`config.mk`:
```
export PLATFORM = sky130hd
export DESIGN_NAME = urna_voting_fsm
export DESIGN_NICKNAME = d
export VERILOG_FILES = /design/src/rtl/urna_voting_fsm.sv
export SDC_FILE = /design/constraint.sdc
export NUM_CORES = 1
export LEC_CHECK = 0
export CORE_MARGIN = 2
export CORE_UTILIZATION = 44
export CTS_CLUSTER_SIZE = 10
export DETAILED_ROUTE_END_ITERATION = 10
export PLACE_DENSITY = 0.84
export SETUP_SLACK_MARGIN = 0.15
export SLEW_MARGIN = 10
export SYNTH_ARGS = -nofsm -noshare
export SYNTH_HDL_FRONTEND = slang
export SYNTH_SLANG_ARGS = --single-unit
```
`constraint.sdc`:
```
create_clock -name clock -period 2.2 [get_ports clock]
set_input_delay 0.22 -clock clock [delete_from_list [all_inputs] [get_ports clock]]
set_output_delay 0.22 -clock clock [all_outputs]
set_load 0.05 [all_outputs]
```
`src/rtl/urna_voting_fsm.sv`:
```
// urna_voting_fsm - control FSM of an electronic ballot box.
//
// The voter keys in a 4-digit BCD candidate code and then confirms it. On
// confirmation exactly one registered, single-cycle pulse is produced on one
// of the five candidate outputs; these pulses clock the downstream tally
// counters directly, so they always come straight from flops.
//
// Optional feature: define URNA_CANCEL_EN to add the 'cancela' input, which
// discards a partial entry and returns to the first digit.

module urna_voting_fsm #(
    parameter logic [15:0] CODE_ARTHUR  = 16'h1111,
    parameter logic [15:0] CODE_LEANDRO = 16'h2222,
    parameter logic [15:0] CODE_MATEUS  = 16'h3333,
    parameter logic [15:0] CODE_PABLO   = 16'h4444
) (
    input  logic       clock,
    input  logic       reset,
    input  logic [3:0] digit,
    input  logic       valid,
    input  logic       confirma,
    input  logic       finish,
`ifdef URNA_CANCEL_EN
    input  logic       cancela,
`endif
    output logic [2:0] estado,
    output logic [2:0] next_estado,
    output logic [3:0] digito1,
    output logic [3:0] digito2,
    output logic [3:0] digito3,
    output logic [3:0] digito4,
    output logic       votoValido,
    output logic       candidatoArthur,
    output logic       candidatoLeandro,
    output logic       candidatoMateus,
    output logic       candidatoPablo,
    output logic       candidatoNulo
);

    typedef enum logic [2:0] {
        S_DIG1 = 3'd0,
        S_DIG2 = 3'd1,
        S_DIG3 = 3'd2,
        S_DIG4 = 3'd3,
        S_CONF = 3'd4,
        S_VOTE = 3'd5,
        S_END  = 3'd6
    } state_t;

    state_t      state_q;
    state_t      state_d;
    logic [2:0]  stateBits;

    logic [3:0]  digit1_q;
    logic [3:0]  digit2_q;
    logic [3:0]  digit3_q;
    logic [3:0]  digit4_q;

    // Candidate pulse flops, ordered {Arthur, Leandro, Mateus, Pablo, Nulo}.
    logic [4:0]  cand_q;
    logic [4:0]  candSel;

    logic [15:0] code;
    logic        matchArthur;
    logic        matchLeandro;
    logic        matchMateus;
    logic        matchPablo;
    logic        codeKnown;

    logic        digitOk;
    logic        cancelReq;
    logic [3:0]  loadEn;
    logic        clearDigits;
    logic        castVote;

`ifdef URNA_CANCEL_EN
    assign cancelReq = cancela;
`else
    assign cancelReq = 1'b0;
`endif

    assign stateBits = state_q;

    // Code comparison against the four registered candidates.
    assign code         = {digit1_q, digit2_q, digit3_q, digit4_q};
    assign matchArthur  = (code == CODE_ARTHUR);
    assign matchLeandro = (code == CODE_LEANDRO);
    assign matchMateus  = (code == CODE_MATEUS);
    assign matchPablo   = (code == CODE_PABLO);
    assign codeKnown    = matchArthur | matchLeandro | matchMateus | matchPablo;

    // Only keypad values 0..9 are real BCD digits; the rest are dropped.
    assign digitOk = valid && (digit <= 4'd9);

    // Candidate selection; if two codes collide the earlier candidate wins.
    always_comb begin
        candSel = 5'b00000;
        if (matchArthur) begin
            candSel = 5'b10000;
        end else if (matchLeandro) begin
            candSel = 5'b01000;
        end else if (matchMateus) begin
            candSel = 5'b00100;
        end else if (matchPablo) begin
            candSel = 5'b00010;
        end else begin
            candSel = 5'b00001;
        end
    end

    // Next-state and datapath control, honouring finish > cancela > confirma > valid.
    always_comb begin
        state_d     = state_q;
        loadEn      = 4'b0000;
        clearDigits = 1'b0;
        castVote    = 1'b0;
        if (state_q == S_END) begin
            state_d = S_END;
        end else if (stateBits == 3'b111) begin
            state_d     = S_DIG1;
            clearDigits = 1'b1;
        end else if (finish) begin
            state_d = S_END;
            if (state_q == S_VOTE) begin
                clearDigits = 1'b1;
            end
        end else if (cancelReq && (state_q != S_VOTE)) begin
            state_d     = S_DIG1;
            clearDigits = 1'b1;
        end else begin
            case (state_q)
                S_DIG1: begin
                    if (digitOk) begin
                        state_d = S_DIG2;
                        loadEn  = 4'b0001;
                    end
                end
                S_DIG2: begin
                    if (digitOk) begin
                        state_d = S_DIG3;
                        loadEn  = 4'b0010;
                    end
                end
                S_DIG3: begin
                    if (digitOk) begin
                        state_d = S_DIG4;
                        loadEn  = 4'b0100;
                    end
                end
                S_DIG4: begin
                    if (digitOk) begin
                        state_d = S_CONF;
                        loadEn  = 4'b1000;
                    end
                end
                S_CONF: begin
                    if (confirma) begin
                        state_d  = S_VOTE;
                        castVote = 1'b1;
                    end
                end
                S_VOTE: begin
                    state_d     = S_DIG1;
                    clearDigits = 1'b1;
                end
                default: begin
                    state_d = S_DIG1;
                end
            endcase
        end
    end

    // State, digit and candidate-pulse registers; pulses default low every cycle.
    always_ff @(posedge clock or posedge reset) begin
        if (reset) begin
            state_q  <= S_DIG1;
            digit1_q <= 4'd0;
            digit2_q <= 4'd0;
            digit3_q <= 4'd0;
            digit4_q <= 4'd0;
            cand_q   <= 5'b00000;
        end else begin
            state_q <= state_d;
            if (clearDigits) begin
                digit1_q <= 4'd0;
                digit2_q <= 4'd0;
                digit3_q <= 4'd0;
                digit4_q <= 4'd0;
            end else begin
                if (loadEn[0]) digit1_q <= digit;
                if (loadEn[1]) digit2_q <= digit;
                if (loadEn[2]) digit3_q <= digit;
                if (loadEn[3]) digit4_q <= digit;
            end
            if (castVote) begin
                cand_q <= candSel;
            end else begin
                cand_q <= 5'b00000;
            end
        end
    end

    assign estado      = state_q;
    assign next_estado = state_d;

    assign digito1 = digit1_q;
    assign digito2 = digit2_q;
    assign digito3 = digit3_q;
    assign digito4 = digit4_q;

    assign votoValido = ((state_q == S_CONF) || (state_q == S_VOTE)) && codeKnown;

    assign candidatoArthur  = cand_q[4];
    assign candidatoLeandro = cand_q[3];
    assign candidatoMateus  = cand_q[2];
    assign candidatoPablo   = cand_q[1];
    assign candidatoNulo    = cand_q[0];

endmodule

```
Word level (Yosys, flattened, before mapping)
Cells that the tools add are included.

Register bits after elaboration: 24. Input port bits: 9. Output and inout port bits: 28. Logic and storage cells: 67.

Magnitude comparators: 1. Equal/unequal tests: 11. Muxes and demuxes: 38. Bitwise logic cells: 3. Reductions and logical operators: 8.

Operators by type and width (count): two-way mux 4 bit (12); == test 16 x 14 -> 1 bit (second input constant) (2); two-way mux 3 bit (9); two-way mux 5 bit (4); == test 16 x 13 -> 1 bit (second input constant) (1); == test 16 x 15 -> 1 bit (second input constant) (1); case mux 4 bit (4 select lines) (1); case mux 3 bit (5 select lines) (1); == test 3 bit (second input constant) (4); two-way mux 1 bit (9); nonzero test 2 bit (4); == test 3 x 2 -> 1 bit (second input constant) (2); less-or-equal comparator 4 bit (second input constant) (1); two-way mux 2 bit (2); == test 3 x 1 -> 1 bit (second input constant) (1); zero test 3 bit (1); bitwise OR 1 bit (3); logical AND 1 bit (2); logical OR 1 bit (1).

Longest topological paths before layout
Depth after elaboration: 9. Gate-level depth with buffers: 5. Mapped depth without buffers: 4.

Worst setup path after synthesis
No wires, ideal clock.

Path kind: flip-flop to output port. From: reg digit4_q[2] (netlist: digito4[2]). To: out votoValido. Data arrival time: 2.131 ns. Required time: 1.980 ns. Setup slack: -0.151 ns. Stages on the path, launching flop included: 5. Path buffers: 0. Cells stage by stage: dfrtp_1 > or4_4 > or3_4 > o22ai_2 > and3_1.

Word-level cells in the longest chain between the ends: 5. Elaborated cells between the ends (all ways): 8. Those cells by class: eq/ne: 4; bitwise: 3; reduce/logical: 1.

Ends and longest elaborated chain: start, declared (line 57) `logic [3:0] digit4_q;`; start signal, assigned (line 193) `if (loadEn[3]) digit4_q <= digit;`; == test 16 x 13 -> 1 bit or == test 16 x 14 -> 1 bit (tied branches) (line 86, 87); bitwise OR 1 bit (2 in a row) (line 90) `assign codeKnown = matchArthur | matchLeandro | matchMateus | matchPablo;`; bitwise OR 1 bit (*) (line 90); logical AND 1 bit (*) (line 211) `assign votoValido = ((state_q == S_CONF) || (state_q == S_VOTE)) && codeKnown;`; end, declared (line 32) `output logic votoValido,`.

Mark *: on every way between the ends. The rest lies on a longest branch, timed or not.

Worst setup path in the final report
From: reg digit4_q[3] (netlist: digito4[3]). To: out votoValido.

The elaborated chain is that of the path after synthesis.

==> reports/summary.log <==
[clock_network] number of buffers on the longest clock path 2
[pwr] leakage power total 0.000851 uW
[timing] final setup margin -0.241 ns
[setup_path] Register-to-Register Path Depth 4
[finish] signed area change from the synthesized netlist to the final layout 47.7%
[finish] fraction of layout cells with a size suffix above 1 18.1%
[clock_network] count of hold buffers inserted by post-cts repair 0
[logic_synthesis] flip-flop and latch count after synthesis 24
[routing] M1 wire length 1200 um
[routing] DRC marker count from the first detailed-route iteration 21
[routing] wire length per cell after detailed routing 16.4 um
[clock_network] Reg clk slew, reported paths 0.13 ns
[hold_path] worst min path class in -> async
[routing] aggregate routed wire length 2850 um
[setup_path] Critical Path End Type output port
[routing] first-pass detailed-route iteration total 4
[logic_synthesis] EDFF count, synth 0
[setup_path] top cell family by delay on the critical path simple AND/OR/NAND/NOR gates
[logic_synthesis] number of instances in the synthesized netlist 102
[setup_path] reg-to-reg critical path startpoint digito4[3]
[timing] max-slew violations 0
[timing] worst-margin pin slew 0.551 ns
[routing] total length of routed met3 wires 114 um
[clock_network] clock buffers created by TritonCTS 3
[timing] number of hold violations in the final report 0
[timing] unrepaired setup endpoints after global routing true
[grt] wire length of the first global-routing pass 4260 um
[routing] post-route ant nets 0
[clock_network] worst skew pair latency 0.32 ns
[timing] Max-slew headroom 63.3%
[setup_path] worst setup path class reg -> out
[routing] via count of the routed design 962
[setup_path] critical path, cell by cell or4_1 > or3_4 > o22ai_4 > and3_4 > buf_12
[grt] largest net degree at the start of global routing 25
[logic_synthesis] number of warnings issued by yosys 0
[floorplan] area of the core region 2430 um2
[setup_path] Crit path largest cell delay 0.55 ns
[pwr] worst vdd ir 871 uV
[timing] worst hold slack after final layout 0.221 ns
[finish] final net count 154
[floorplan] Cell Rows 18
[floorplan] # IOs 37
[logic_synthesis] mean instance size in the synthesized netlist 10.9 um2
[floorplan] Chip Width 54.3 um
[placement] Post-DP HPWL 1950 um
[setup_path] Critical path buffers and inverters 1
[clock_network] maximum level of the CTS H-tree 1
[setup_path] data required time of the worst path 1.98 ns
[logic_synthesis] FFs w/ async S/R, synth 100%
[logic_synthesis] share of synthesized area occupied by flip-flops and latches 54.0%
[routing] post-DR vias/cell 5.53
[pwr] power density relative to cell area 1180 nW/um2
[timing] number of setup violations in the final report 1
[logic_synthesis] net count of the mapped netlist 111
[logic_synthesis] number of distinct library cells after synthesis 28
[floorplan] full die area 2950 um2
[setup_path] R2R setup slack 0.34 ns
[grt] overall fraction of global-route tracks in use 21.2%
[finish] post-route cell area 1640 um2
[timing] largest clock skew in the final design 0.00780 ns
[routing] DR WL met2 1490 um
[setup_path] CP Data Arrival Time 2.22 ns
[setup_path] startpoint type of the worst setup path register
[timing] fin crit share 111%
[clock_network] clock tree from TritonCTS yes
[setup_path] worst flop-to-flop path endpoint cand_q[2]
[setup_path] Crit-path slowest cell sky130_fd_sc_hd__or4_1
[routing] DRC viols 0
[finish] number of filler instances in the final layout 182
[grt] Remaining Overflow, GRT 0
[logic_synthesis] cell area after synthesis 1110 um2
[setup_path] Critical Path Fanout Max 2
[status] outcome finished with violations
[clock_network] clock sinks 24
[placement] post-placement cell area 1540 um2
[run] number of maximum-capacitance constraint violations 0
[placement] number of buffers added on ports 36
[timing] top achievable clock speed 410 MHz
[status] violations in the final reports negative setup slack
[finish] Ant. Diodes 0
[timing] final worst path period need 2.44 ns
[routing] highest routed layer met4
[grt] via count of the first global-routing pass 857
[grt] antenna violations before repair 0
[clock_network] Root Buffer sky130_fd_sc_hd__clkbuf_4
[placement] Placer Congestion 0.838
[floorplan] Vert. Die Dim 54.3 um
[floorplan] initial core utilization 45.7%
[logic_synthesis] most used flip-flop cell after synthesis sky130_fd_sc_hd__dfrtp_1
-- metrics by stage --
step	utilization (%)	instances	power (uW)	TNS [ns]	setup WS (ns)
detailed placement	63.4	165	1640	0	0.0915
floorplan	-	102	1290	0	0.114
finish	67.5	174	1930	-0.241	-0.241
global route	67.5	174	2010	-0.314	-0.314
CTS	66.6	174	1900	-0.182	-0.182
global placement	63.4	165	1610	0	0.149
-- state kept, by name (all words and copies together) (netlist names) --
| name | count |
|---|---|
| cand_q | 5 |
| digito1 | 4 |
| digito2 | 4 |
| digito3 | 4 |
| digito4 | 4 |
| estado | 3 |
-- layout by cell type (no fill, tap or decap), types with 2 or more instances in the layout --
master	instances
sky130_fd_sc_hd__and2_1	2
sky130_fd_sc_hd__buf_12	3
sky130_fd_sc_hd__buf_4	7
sky130_fd_sc_hd__clkbuf_4	3
sky130_fd_sc_hd__clkdlybuf4s50_1	29
sky130_fd_sc_hd__dfrtp_1	18
sky130_fd_sc_hd__dfrtp_2	6
sky130_fd_sc_hd__dlymetal6s2s_1	3
sky130_fd_sc_hd__inv_1	3
sky130_fd_sc_hd__mux2i_1	16
sky130_fd_sc_hd__nand2_1	2
sky130_fd_sc_hd__nand4_1	8
sky130_fd_sc_hd__nor2_1	19
sky130_fd_sc_hd__nor3_1	2
sky130_fd_sc_hd__nor4_1	4
sky130_fd_sc_hd__or4_1	2
-- kinds of logic after synthesis --
family	synth area share, %
and+or+nand+nor	21.9
muxes	14.4
AOI/OAI and AO/OA	7.31
DFF	54.0
buffers and inverters	2.36
-- metal layers --
metal / up-vias / track usage [%]
li1: 463 / -
met2: 27 / 34.7
met5: - / 0
met1: 468 / 27.1
met3: 4 / 3.55
met4: 0 / 10.0
-- how the worst max path moves through the flow --
| stage | startpoint | end | cells past startpoint |
|---|---|---|---|
| 2_1_floorplan | digito2[2] | votoValido | 4 |
| 3_3_place_gp | digit[2] | next_estado[1] | 6 |
| 3_5_place_dp | digit[2] | next_estado[1] | 6 |
| 4_1_cts | digito2[2] | votoValido | 5 |
| 5_1_grt | digito4[3] | votoValido | 5 |
| 6_report | digito4[3] | votoValido | 5 |
-- cell type report --
class / instances / area, um2 / area share (%)
Inverter: 3 / 11.3 / 0.685
Tap cell: 30 / 37.5 / 2.28
Timing Repair Buffer: 42 / 440 / 26.8
Multi-Input combinational cell: 71 / 509 / 31.0
Sequential cell: 24 / 608 / 37.0
Clock buffer: 4 / 36.3 / 2.21
-- synthesized netlist by cell type (all sizes together), types with 2 or more instances --
cell    count  area (um2)
dfrtp      24         601
nor2       19        71.3
mux2i      16         160
nand4       8        50.1
nor4        4        25.0
clkbuf      3        11.3
inv         3        11.3
or4         3        26.3
and2        2        12.5
nand2       2        7.51
nor3        2        10.0
o21ai       2        10.0
-- worst min-delay path: stages --
cell and delay [ns]:
sky130_fd_sc_hd__clkdlybuf4s50_1 0.40, sky130_fd_sc_hd__inv_1 0.05, sky130_fd_sc_hd__buf_4 0.29
-- report_power, final --
group / switching, uW / internal (uW)
Sequential: 110 / 528
Combinational: 679 / 380
Clock: 135 / 101
-- repair_timing --
action	CTS	global route
buffers inserted	5	0
resized for setup	1	5
cloned	0	0
pin swaps	1	1
endpoints found under the setup margin	2	3
(Power assumes the default switching activity.)
